## src/rtl/chess_pkg.sv

```systemverilog
// Shared types and time arithmetic for the chess clock: state encoding,
// the player time record and its decrement/increment helpers.
package chess_pkg;

    localparam int TIME_W = 6;
    localparam logic [TIME_W-1:0] SEC_MAX = 6'd59;
    localparam logic [TIME_W-1:0] MIN_MAX = 6'd63;

    localparam logic [1:0] ACTIVE_NONE = 2'b00;
    localparam logic [1:0] ACTIVE_P1   = 2'b01;
    localparam logic [1:0] ACTIVE_P2   = 2'b10;

    typedef enum logic [2:0] {
        IDLE,
        RUN_P1,
        RUN_P2,
        PAUSED,
        TIMEOUT
    } state_t;

    typedef struct packed {
        logic [TIME_W-1:0] mins;
        logic [TIME_W-1:0] secs;
    } ptime_t;

    function automatic logic time_zero(input ptime_t t);
        return (t.mins == '0) && (t.secs == '0);
    endfunction

    // 0:00 is a floor: the clock never wraps below it
    function automatic ptime_t time_dec(input ptime_t t);
        ptime_t r;
        r = t;
        if (t.secs != '0) begin
            r.secs = t.secs - 1'b1;
        end else if (t.mins != '0) begin
            r.mins = t.mins - 1'b1;
            r.secs = SEC_MAX;
        end
        return r;
    endfunction

    // Adds inc seconds with carry into minutes; saturates at 63:59
    function automatic ptime_t time_inc(input ptime_t t, input logic [TIME_W-1:0] inc);
        ptime_t r;
        logic [TIME_W:0] sum;
        r   = t;
        sum = {1'b0, t.secs} + {1'b0, inc};
        if (sum > {1'b0, SEC_MAX}) begin
            if (t.mins == MIN_MAX) begin
                r.secs = SEC_MAX;
            end else begin
                r.mins = t.mins + 1'b1;
                r.secs = TIME_W'(sum - 7'd60);
            end
        end else begin
            r.secs = sum[TIME_W-1:0];
        end
        return r;
    endfunction

    function automatic ptime_t time_preset(input logic [TIME_W-1:0] m);
        ptime_t r;
        r.mins = (m == '0) ? 6'd1 : m;
        r.secs = '0;
        return r;
    endfunction

endpackage

```

## src/rtl/chess_tick_gen.sv

```systemverilog
// Seconds prescaler: counts 0..TICK_CYCLES-1 while enabled; clear has
// priority over counting so a player switch always restarts a full second.
module chess_tick_gen #(
    parameter int TICK_CYCLES = 100000000
) (
    input  logic clk,
    input  logic rst,
    input  logic en,
    input  logic clr,
    output logic tick
);

    localparam int CW = (TICK_CYCLES > 1) ? $clog2(TICK_CYCLES) : 1;
    localparam logic [CW-1:0] LAST = CW'(TICK_CYCLES - 1);

    logic [CW-1:0] count;

    always_ff @(posedge clk) begin
        if (rst) begin
            count <= '0;
        end else if (clr) begin
            count <= '0;
        end else if (en) begin
            count <= (count == LAST) ? '0 : count + 1'b1;
        end
    end

    assign tick = (count == LAST);

endmodule

```

## src/rtl/chess_clock_core.sv

```systemverilog
// Chess clock time-keeping core: two countdown clocks, run/pause/timeout FSM.
// Define CHESS_FISCHER_INC_EN to add INC_SEC to the mover's clock on each switch.
module chess_clock_core
    import chess_pkg::*;
#(
    parameter int TICK_CYCLES = 100000000,
    parameter int INIT_MIN    = 5,
    parameter int INC_SEC     = 2
) (
    input  logic       clk,
    input  logic       rst,
    input  logic       start,
    input  logic       pause,
    input  logic       btn1,
    input  logic       btn2,
    input  logic       load,
    input  logic [5:0] set_min,
    output logic [5:0] min1,
    output logic [5:0] seg1,
    output logic [5:0] min2,
    output logic [5:0] seg2,
    output logic [1:0] active,
    output logic       flag1,
    output logic       flag2,
    output logic       running
);

`ifdef CHESS_FISCHER_INC_EN
    localparam bit FISCHER = 1'b1;
`else
    localparam bit FISCHER = 1'b0;
`endif
    localparam logic [TIME_W-1:0] INC = TIME_W'(INC_SEC);

    state_t state, state_nx;
    logic   resume_p2, resume_p2_nx;
    ptime_t t1, t2, t1_nx, t2_nx, dec1, dec2;
    logic   flag1_nx, flag2_nx;
    logic   tick_raw, tick, pre_en, pre_clr;

    assign running = (state == RUN_P1) || (state == RUN_P2);
    assign tick    = running && tick_raw;
    // A tick coinciding with pause still completes its second
    assign pre_en  = running && (!pause || tick_raw);
    assign dec1    = time_dec(t1);
    assign dec2    = time_dec(t2);

    chess_tick_gen #(
        .TICK_CYCLES(TICK_CYCLES)
    ) u_tick (
        .clk  (clk),
        .rst  (rst),
        .en   (pre_en),
        .clr  (pre_clr),
        .tick (tick_raw)
    );

    always_ff @(posedge clk) begin
        if (rst) begin
            state     <= IDLE;
            resume_p2 <= 1'b0;
            t1        <= {TIME_W'(INIT_MIN), 6'd0};
            t2        <= {TIME_W'(INIT_MIN), 6'd0};
            flag1     <= 1'b0;
            flag2     <= 1'b0;
        end else begin
            state     <= state_nx;
            resume_p2 <= resume_p2_nx;
            t1        <= t1_nx;
            t2        <= t2_nx;
            flag1     <= flag1_nx;
            flag2     <= flag2_nx;
        end
    end

    // Priority inside a run state: timeout, then pause, then move button
    always_comb begin
        state_nx     = state;
        resume_p2_nx = resume_p2;
        t1_nx        = t1;
        t2_nx        = t2;
        flag1_nx     = flag1;
        flag2_nx     = flag2;
        pre_clr      = 1'b0;
        case (state)
            IDLE: begin
                if (start) begin
                    state_nx = RUN_P1;
                    pre_clr  = 1'b1;
                end else if (load) begin
                    t1_nx = time_preset(set_min);
                    t2_nx = time_preset(set_min);
                end
            end
            RUN_P1: begin
                if (tick) t1_nx = dec1;
                if (tick && time_zero(dec1)) begin
                    flag1_nx = 1'b1;
                    state_nx = TIMEOUT;
                end else if (pause) begin
                    state_nx     = PAUSED;
                    resume_p2_nx = 1'b0;
                end else if (btn1) begin
                    state_nx = RUN_P2;
                    pre_clr  = 1'b1;
                    if (FISCHER) t1_nx = time_inc(t1_nx, INC);
                end
            end
            RUN_P2: begin
                if (tick) t2_nx = dec2;
                if (tick && time_zero(dec2)) begin
                    flag2_nx = 1'b1;
                    state_nx = TIMEOUT;
                end else if (pause) begin
                    state_nx     = PAUSED;
                    resume_p2_nx = 1'b1;
                end else if (btn2) begin
                    state_nx = RUN_P1;
                    pre_clr  = 1'b1;
                    if (FISCHER) t2_nx = time_inc(t2_nx, INC);
                end
            end
            PAUSED: begin
                if (pause) state_nx = resume_p2 ? RUN_P2 : RUN_P1;
            end
            TIMEOUT: begin
                if (load) begin
                    t1_nx    = time_preset(set_min);
                    t2_nx    = time_preset(set_min);
                    flag1_nx = 1'b0;
                    flag2_nx = 1'b0;
                    state_nx = IDLE;
                end
            end
            default: state_nx = IDLE;
        endcase
    end

    always_comb begin
        active = ACTIVE_NONE;
        if (state == RUN_P1) active = ACTIVE_P1;
        if (state == RUN_P2) active = ACTIVE_P2;
    end

    assign min1 = t1.mins;
    assign seg1 = t1.secs;
    assign min2 = t2.mins;
    assign seg2 = t2.secs;

endmodule

```

## config.mk

```make
export PLATFORM = sky130hd
export DESIGN_NAME = chess_clock_core
export DESIGN_NICKNAME = d
export VERILOG_FILES = /design/src/rtl/chess_pkg.sv /design/src/rtl/chess_tick_gen.sv /design/src/rtl/chess_clock_core.sv
export SDC_FILE = /design/constraint.sdc
export NUM_CORES = 1
export LEC_CHECK = 0
export CORE_MARGIN = 5
export CORE_UTILIZATION = 51
export CTS_CLUSTER_SIZE = 28
export DETAILED_ROUTE_END_ITERATION = 7
export PLACE_DENSITY = 0.79
export SYNTH_ARGS = -nofsm -noshare
export SYNTH_HDL_FRONTEND = slang
export SYNTH_HIERARCHICAL = 1
export SYNTH_SLANG_ARGS = --single-unit
```

## constraint.sdc

```tcl
create_clock -name clk -period 9.85 [get_ports clk]
set_input_delay 0.985 -clock clk [delete_from_list [all_inputs] [get_ports clk]]
set_output_delay 0.985 -clock clk [all_outputs]
set_load 0.01 [all_outputs]
```

==> results of run 1 <==
## worst min-delay path by stage
stage,to,cells after the start,from
floorplan,u_tick/count[24],2,u_tick/count[24]
global placement,u_tick/count[24],2,u_tick/count[24]
detailed placement,u_tick/count[24],2,u_tick/count[24]
CTS,flag1,2,flag1
global route,u_tick/count[24],2,u_tick/count[24]
finish,flag1,2,flag1
## power groups by stage
stage | sequential (mW) | clock [mW] | combinational (mW)
floorplan | 0.249 | 0 | 0.0557
global placement | 0.251 | 0 | 0.0788
detailed placement | 0.251 | 0 | 0.0796
CTS | 0.246 | 0.189 | 0.0800
global route | 0.248 | 0.199 | 0.0888
finish | 0.246 | 0.181 | 0.0801
## flip-flops by register name, indices dropped and copies added, names as in the netlist
| register | count |
|---|---|
| min1 | 6 |
| min2 | 6 |
| flag1 | 1 |
| flag2 | 1 |
| u_tick/count | 27 |
| seg2 | 6 |
| seg1 | 6 |
| state | 3 |
| resume_p2 | 1 |
## tightest hold or removal path, stage by stage (launching register included)
cell      delay (ns)
dfxtp_1         0.32
inv_1           0.07
a211oi_2        0.05
## logic make-up after synthesis
family	share of synthesized area [%]
simple gates	35.1
compound gates	20.9
buf+inv	6.35
flops	30.6
fa+ha+maj	2.35
mux	1.38
xor+xnor	3.29
## synth_stat cells, drive strengths merged, types with 3 or more instances
library cell  instances  area share, %
inv                  20            2.0
a21o                  5            1.0
a21oi                29            3.9
and2                  3           0.50
or3b                  3           0.71
and4                  5            1.2
buf                   9            1.7
nand2                43            4.3
o31ai                 8            1.6
nor3                 23            3.1
o22ai                 7            1.2
xor2                  6            1.4
o21ai                25            3.4
xnor2                 8            1.9
nand4                16            3.6
or4b                  6            1.7
dfxtp                57             31
or2                   5           0.91
mux2i                 4            1.1
ha                    7            2.4
or3                  14            2.5
nand2b               10            1.7
a32oi                 5            1.2
nor2                 61            6.1
and3                  3           0.54
nand3                17            2.3
clkbuf               20            2.0
nor4b                 3           0.71
or4                   9            2.0
a211oi               17            3.7
nor4                 11            2.2
a31oi                 8            1.3
## metrics by stage
stage               instance area (sq um)  total power, mW
floorplan                            3730            0.304
global placement                     4110            0.330
detailed placement                   4110            0.331
CTS                                  4260            0.515
global route                         4260            0.535
finish                               4260            0.508
## cell type report
| class | count | share of cell area [%] |
|---|---|---|
| Inverter | 22 | 1.94 |
| Timing Repair Buffer | 42 | 9.80 |
| Tap cell | 99 | 2.90 |
| Sequential cell | 57 | 26.8 |
| Clock inverter | 1 | 0.117 |
| Multi-Input combinational cell | 382 | 55.1 |
| Clock buffer | 12 | 3.40 |
## routing by layer
layer,vias to the layer above,part of all wire [%],wire length [um]
met5,-,0,0
met4,0,1.5,146
met3,14,6.0,565
met2,130,49,4640
met1,1743,43,4080
li1,1852,-,-
==> run_results.csv, run 1 <==
group,metric,value,unit
layout,layout_common_cells,"61 x nor2_1, 57 x dfxtp_1, 43 x nand2_1",
setup_path,max_stage_delay,0.88,ns
timing,period_minus_slack,4.62,ns
pwr,pwr-share-seq,48.5,%
run,cap_violations,0,
pwr,ir_drop,86.3,uV
drt,ant_nets,0,
setup_path,cp_top_family,"simple AND/OR/NAND/NOR gates",
floorplan,rows,31,
setup_path,endpoint_kind,"register",
setup_path,critPathLaunchType,"register",
global_routing,busiest_layer,"met2",
layout,final_cells,615,
synthesis,yosys_warnings,6,
timing,slew_headroom,14.1,%
clock_network,worstSkewPairLatency,0.33,ns
floorplan,die_y,95.5,um
timing,clock_skew,0.00696,ns
synthesis,syn-num-nets,511,
synthesis,ys_dominant_reg_cell,"dfxtp_1",
clock_network,clock-sinks,57,
floorplan,io_pins,42,
setup_path,arrival,4.87,ns
pwr,swShare,28.1,%
placement,routabilityCongestion,0.887,
setup_path,r2r_end,"u_tick/count[0]",
drt,wl_per_cell,15.3,um
synthesis,synth_area,3730,sq um
global_routing,grt_pass1_wl,16100,um
setup_path,reg2reg_depth,13,
layout,fin_util,59.4,%
setup_path,path_buf_inv,0,
status,status,"completed",
global_routing,groute.usage.overall,21.9,%
floorplan,start_util,51.9,%
drt,drc_errors,0,
placement,detailed_place_hpwl,6690,um
timing,clock.fmax,217,MHz
pwr,combPwrFrac,15.8,%
floorplan,dieArea,9120,sq um
drt,drt-initial-drc-count,203,
setup_path,cp.depth,13,
global_routing,grt_use_met2,36.7,%
global_routing,antenna_found_initial,0,
drt,vias,3739,
floorplan,die-width,95.5,um
setup_path,worstPathRequired,10.11,ns
layout,drive_gt1_share,7.75,%
pwr,power.clock.fraction,35.7,%
clock_network,htree_levels,3,
setup_path,crit_path_start,"u_tick/count[3]",
clock_network,cts_tree,"built",
layout,layout_commonest_cell,"nor2_1",
min_path,hold_path.class,"reg2reg",
drt,routed_wl,9430,um
clock_network,cts_hold_buf,0,
timing,setup_viol,0,
synthesis,postSynth.asyncResetShare,0,%
layout,seq_area,1140,sq um
synthesis,synth_cell_type_count,65,
layout,diodes,0,
clock_network,clockBufferDepth,2,
layout,syn2layout_area_growth,14.4,%
layout,nNetsFinal,534,
setup_path,crit_end,"u_tick/count[0]",
timing,timing.final.crit_share,46.9,%
setup_path,crit_slowest_cell,"nor3_1",
drt,via_per_inst,6.08,
layout,multi_input_area,2350,sq um
layout,fillCellCount,671,
timing,rsz0062_at_grt,"false",
synthesis,synth.avg_cell_area,7.59,sq um
synthesis,ys_seq_area_share,30.6,%
synthesis,synth_edf_count,0,
drt,dr.pass1.iters,5,
timing,hold_ws,0.486,ns
synthesis,ys_seq_elements,57,
placement,place_ws,5.31,ns
setup_path,reg2reg_from,"u_tick/count[3]",
pwr,p_leak,1.39,nW
setup_path,criticalPathCategory,"reg2reg",
global_routing,grt_max_degree,32,
global_routing,grt.overflow.total,0,
timing,tightest_slew,1.28,ns
floorplan,core-area,7180,sq um
synthesis,synthCells,491,
clock_network,numCtsBuffers,9,
global_routing,met3_usage,6.39,%
setup_path,cp_max_fo,29,
setup_path,r2r_slack,5.23,ns
setup_path,critical_path.cell_chain,"and4_1 -> nand4_1 -> nor3_1 -> nand2b_1 -> nor2_1 -> o2111ai_1 -> nor4_1 -> nor2_1 -> a32oi_1 -> o21bai_1 -> or2_2 -> or3_1 -> o22ai_1",
timing,final_max_slew_viol_count,0,
timing,fin_tns_setup,0,ns
clock_network,cts_setup_buffers,0,
pwr,power.internal,0.365,mW
placement,io_buffers,41,
clock_network,cts_resized,0,
global_routing,grt_use_met1,26.3,%
clock_network,cts_root_buf,"clkbuf_8",
pwr,powerDensity,119,nW/um^2
timing,hold_violations,0,
global_routing,grt_pass1_vias,3515,
clock_network,clk_pin_slew_worst_paths,0.06,ns
placement,place_inst,602,
pwr,switchingPower,0.143,mW
timing,setup_slack,5.23,ns
setup_path,path_common_cell,"nor2_1",
No activity file was read; power rests on OpenSTA's default activity.
==> run 2: changes to the inputs <==
clock period = 4.45 ns   (was 9.85 ns; I/O delays follow)
==> run 2 against run 1 <==
Net effect: via count up 1.4%; design area up 0.88%; first-iteration DRC count unchanged; clock-buffer cell count unchanged; critical endpoint unchanged; critical path depth down 1; total power up 120%; cell count up 0.81%.
==> run_results.csv, run 2 (synthesis results as in run 1) <==
group,metric,value,unit
global_routing,antenna_found_initial,0,
floorplan,start_util,51.9,%
setup_path,critPathLaunchType,"register",
clock_network,cts_setup_buffers,0,
drt,dr.pass1.iters,5,
timing,setup_slack,0.405,ns
setup_path,arrival,4.32,ns
setup_path,path_common_cell,"or2_2",
global_routing,grt_use_met1,27.4,%
timing,slew_headroom,55.3,%
timing,hold_violations,0,
global_routing,met3_usage,4.74,%
min_path,min_path_cells,2,
layout,layout_common_cells,"61 x nor2_1, 57 x dfxtp_1, 43 x nand2_1",
layout,layout_commonest_cell,"nor2_1",
global_routing,groute.usage.overall,21.8,%
pwr,total_power,1.13,mW
global_routing,grt_pass1_wl,16000,um
drt,vias,3792,
floorplan,io_pins,42,
pwr,powerDensity,264,nW/um^2
timing,fin_tns_setup,0,ns
layout,multi_input_area,2350,sq um
timing,setup_viol,0,
drt,wl_per_cell,15.6,um
global_routing,grt.overflow.total,0,
timing,timing.final.crit_share,90.9,%
timing,rsz0062_at_grt,"false",
clock_network,clock-sinks,57,
setup_path,reg2reg_depth,12,
setup_path,path_buf_inv,1,
timing,period_minus_slack,4.04,ns
placement,detailed_place_hpwl,6770,um
clock_network,cts_resized,0,
layout,largest_reg_flops,27,
pwr,ir_drop,151,uV
layout,diodes,0,
placement,io_buffers,41,
setup_path,crit_slowest_cell,"or4b_2",
setup_path,cp.depth,12,
floorplan,dieArea,9120,sq um
setup_path,r2r_slack,0.41,ns
setup_path,criticalPathCategory,"reg2reg",
placement,routabilityCongestion,0.874,
drt,via_per_inst,6.12,
drt,drt-initial-drc-count,203,
drt,ant_nets,0,
timing,tightest_slew,0.654,ns
clock_network,numCtsBuffers,9,
setup_path,endpoint_kind,"register",
setup_path,critical_path.cell_chain,"inv_1 -> ha_1 -> or4b_2 -> or2_2 -> nor4b_1 -> mux2i_1 -> nand4_2 -> a32oi_1 -> o21bai_1 -> or2_2 -> or3_1 -> o22ai_1",
layout,nNetsFinal,539,
clock_network,worstSkewPairLatency,0.34,ns
global_routing,busiest_layer,"met2",
min_path,hold_path.class,"reg2reg",
run,cap_violations,0,
floorplan,die_y,95.5,um
global_routing,grt_pass1_vias,3523,
clock_network,cts_root_buf,"clkbuf_8",
layout,seq_area,1140,sq um
layout,drive_gt1_share,8.64,%
timing,clock_skew,0.00847,ns
clock_network,cts_tree,"built",
floorplan,die-width,95.5,um
clock_network,htree_levels,3,
floorplan,rows,31,
layout,fillCellCount,637,
setup_path,cp_max_fo,29,
drt,drc_errors,0,
status,status,"completed",
layout,syn2layout_area_growth,15.4,%
clock_network,clockBufferDepth,2,
setup_path,max_stage_delay,0.67,ns
pwr,p_leak,1.42,nW
layout,top_register,"u_tick/count",
timing,final_max_slew_viol_count,0,
setup_path,worstPathRequired,4.72,ns
placement,place_ws,0.441,ns
clock_network,cts_hold_buf,0,
drt,routed_wl,9650,um
floorplan,core-area,7180,sq um
timing,clock.fmax,247,MHz
global_routing,grt_use_met2,35.3,%
setup_path,cp_top_family,"simple AND/OR/NAND/NOR gates",
global_routing,grt_max_degree,32,
clock_network,clk_pin_slew_worst_paths,0.06,ns
run 2: cell types whose count changed in the layout (fill, tap and decap cells not counted):
cell   before  now
buf_4       1    6
run 2: worst paths after layout:
check / start / endpoint
hold / removal: flag1 / flag1
hold reg to reg: flag1 / flag1
setup reg to reg: seg1[0] / u_tick/count[0]
setup / recovery: seg1[0] / u_tick/count[0]
run 2: layout make-up:
class / instances / share of cell area [%]
Timing Repair Buffer: 47 / 10.6
Tap cell: 99 / 2.88
Clock inverter: 1 / 0.116
Sequential cell: 57 / 26.5
Inverter: 22 / 1.92
Multi-Input combinational cell: 382 / 54.6
Clock buffer: 12 / 3.37
run 2: through the flow:
| stage | hold slack, ns | area [sq um] | utilization [%] | std cells |
|---|---|---|---|---|
| floorplan | 0.452 | 3730 | - | 491 |
| global placement | 0.474 | 4150 | 57.9 | 607 |
| CTS | 0.485 | 4300 | 59.9 | 620 |
| global route | 0.499 | 4300 | 59.9 | 620 |
| finish | 0.479 | 4300 | 59.9 | 620 |
| detailed placement | 0.476 | 4150 | 57.9 | 607 |
run 2: power by group:
group | switching [mW] | total [mW] | leakage [nW] | internal [mW]
Combinational | 0.102 | 0.183 | 0.878 | 0.0805
Clock | 0.199 | 0.406 | 0.0782 | 0.207
Sequential | 0.0224 | 0.546 | 0.461 | 0.523
run 2: per-layer routing:
metal	wire [um]	share of wire, %	vias up
met5	0	0	-
met3	645	6.7	24
met4	243	2.5	0
li1	-	-	1855
met1	4300	45	1767
met2	4460	46	146
run 2: tightest hold or removal path, cell delays in order, from the launching register on:
cell and delay (ns):
dfxtp_1 0.32, inv_1 0.06, a211oi_2 0.05
==> run 3: changes to the inputs <==
TNS_END_PERCENT = 20   (was not set)
==> results of run 3 <==
The final DEF is identical to that of run 2; final timing and power are the same.
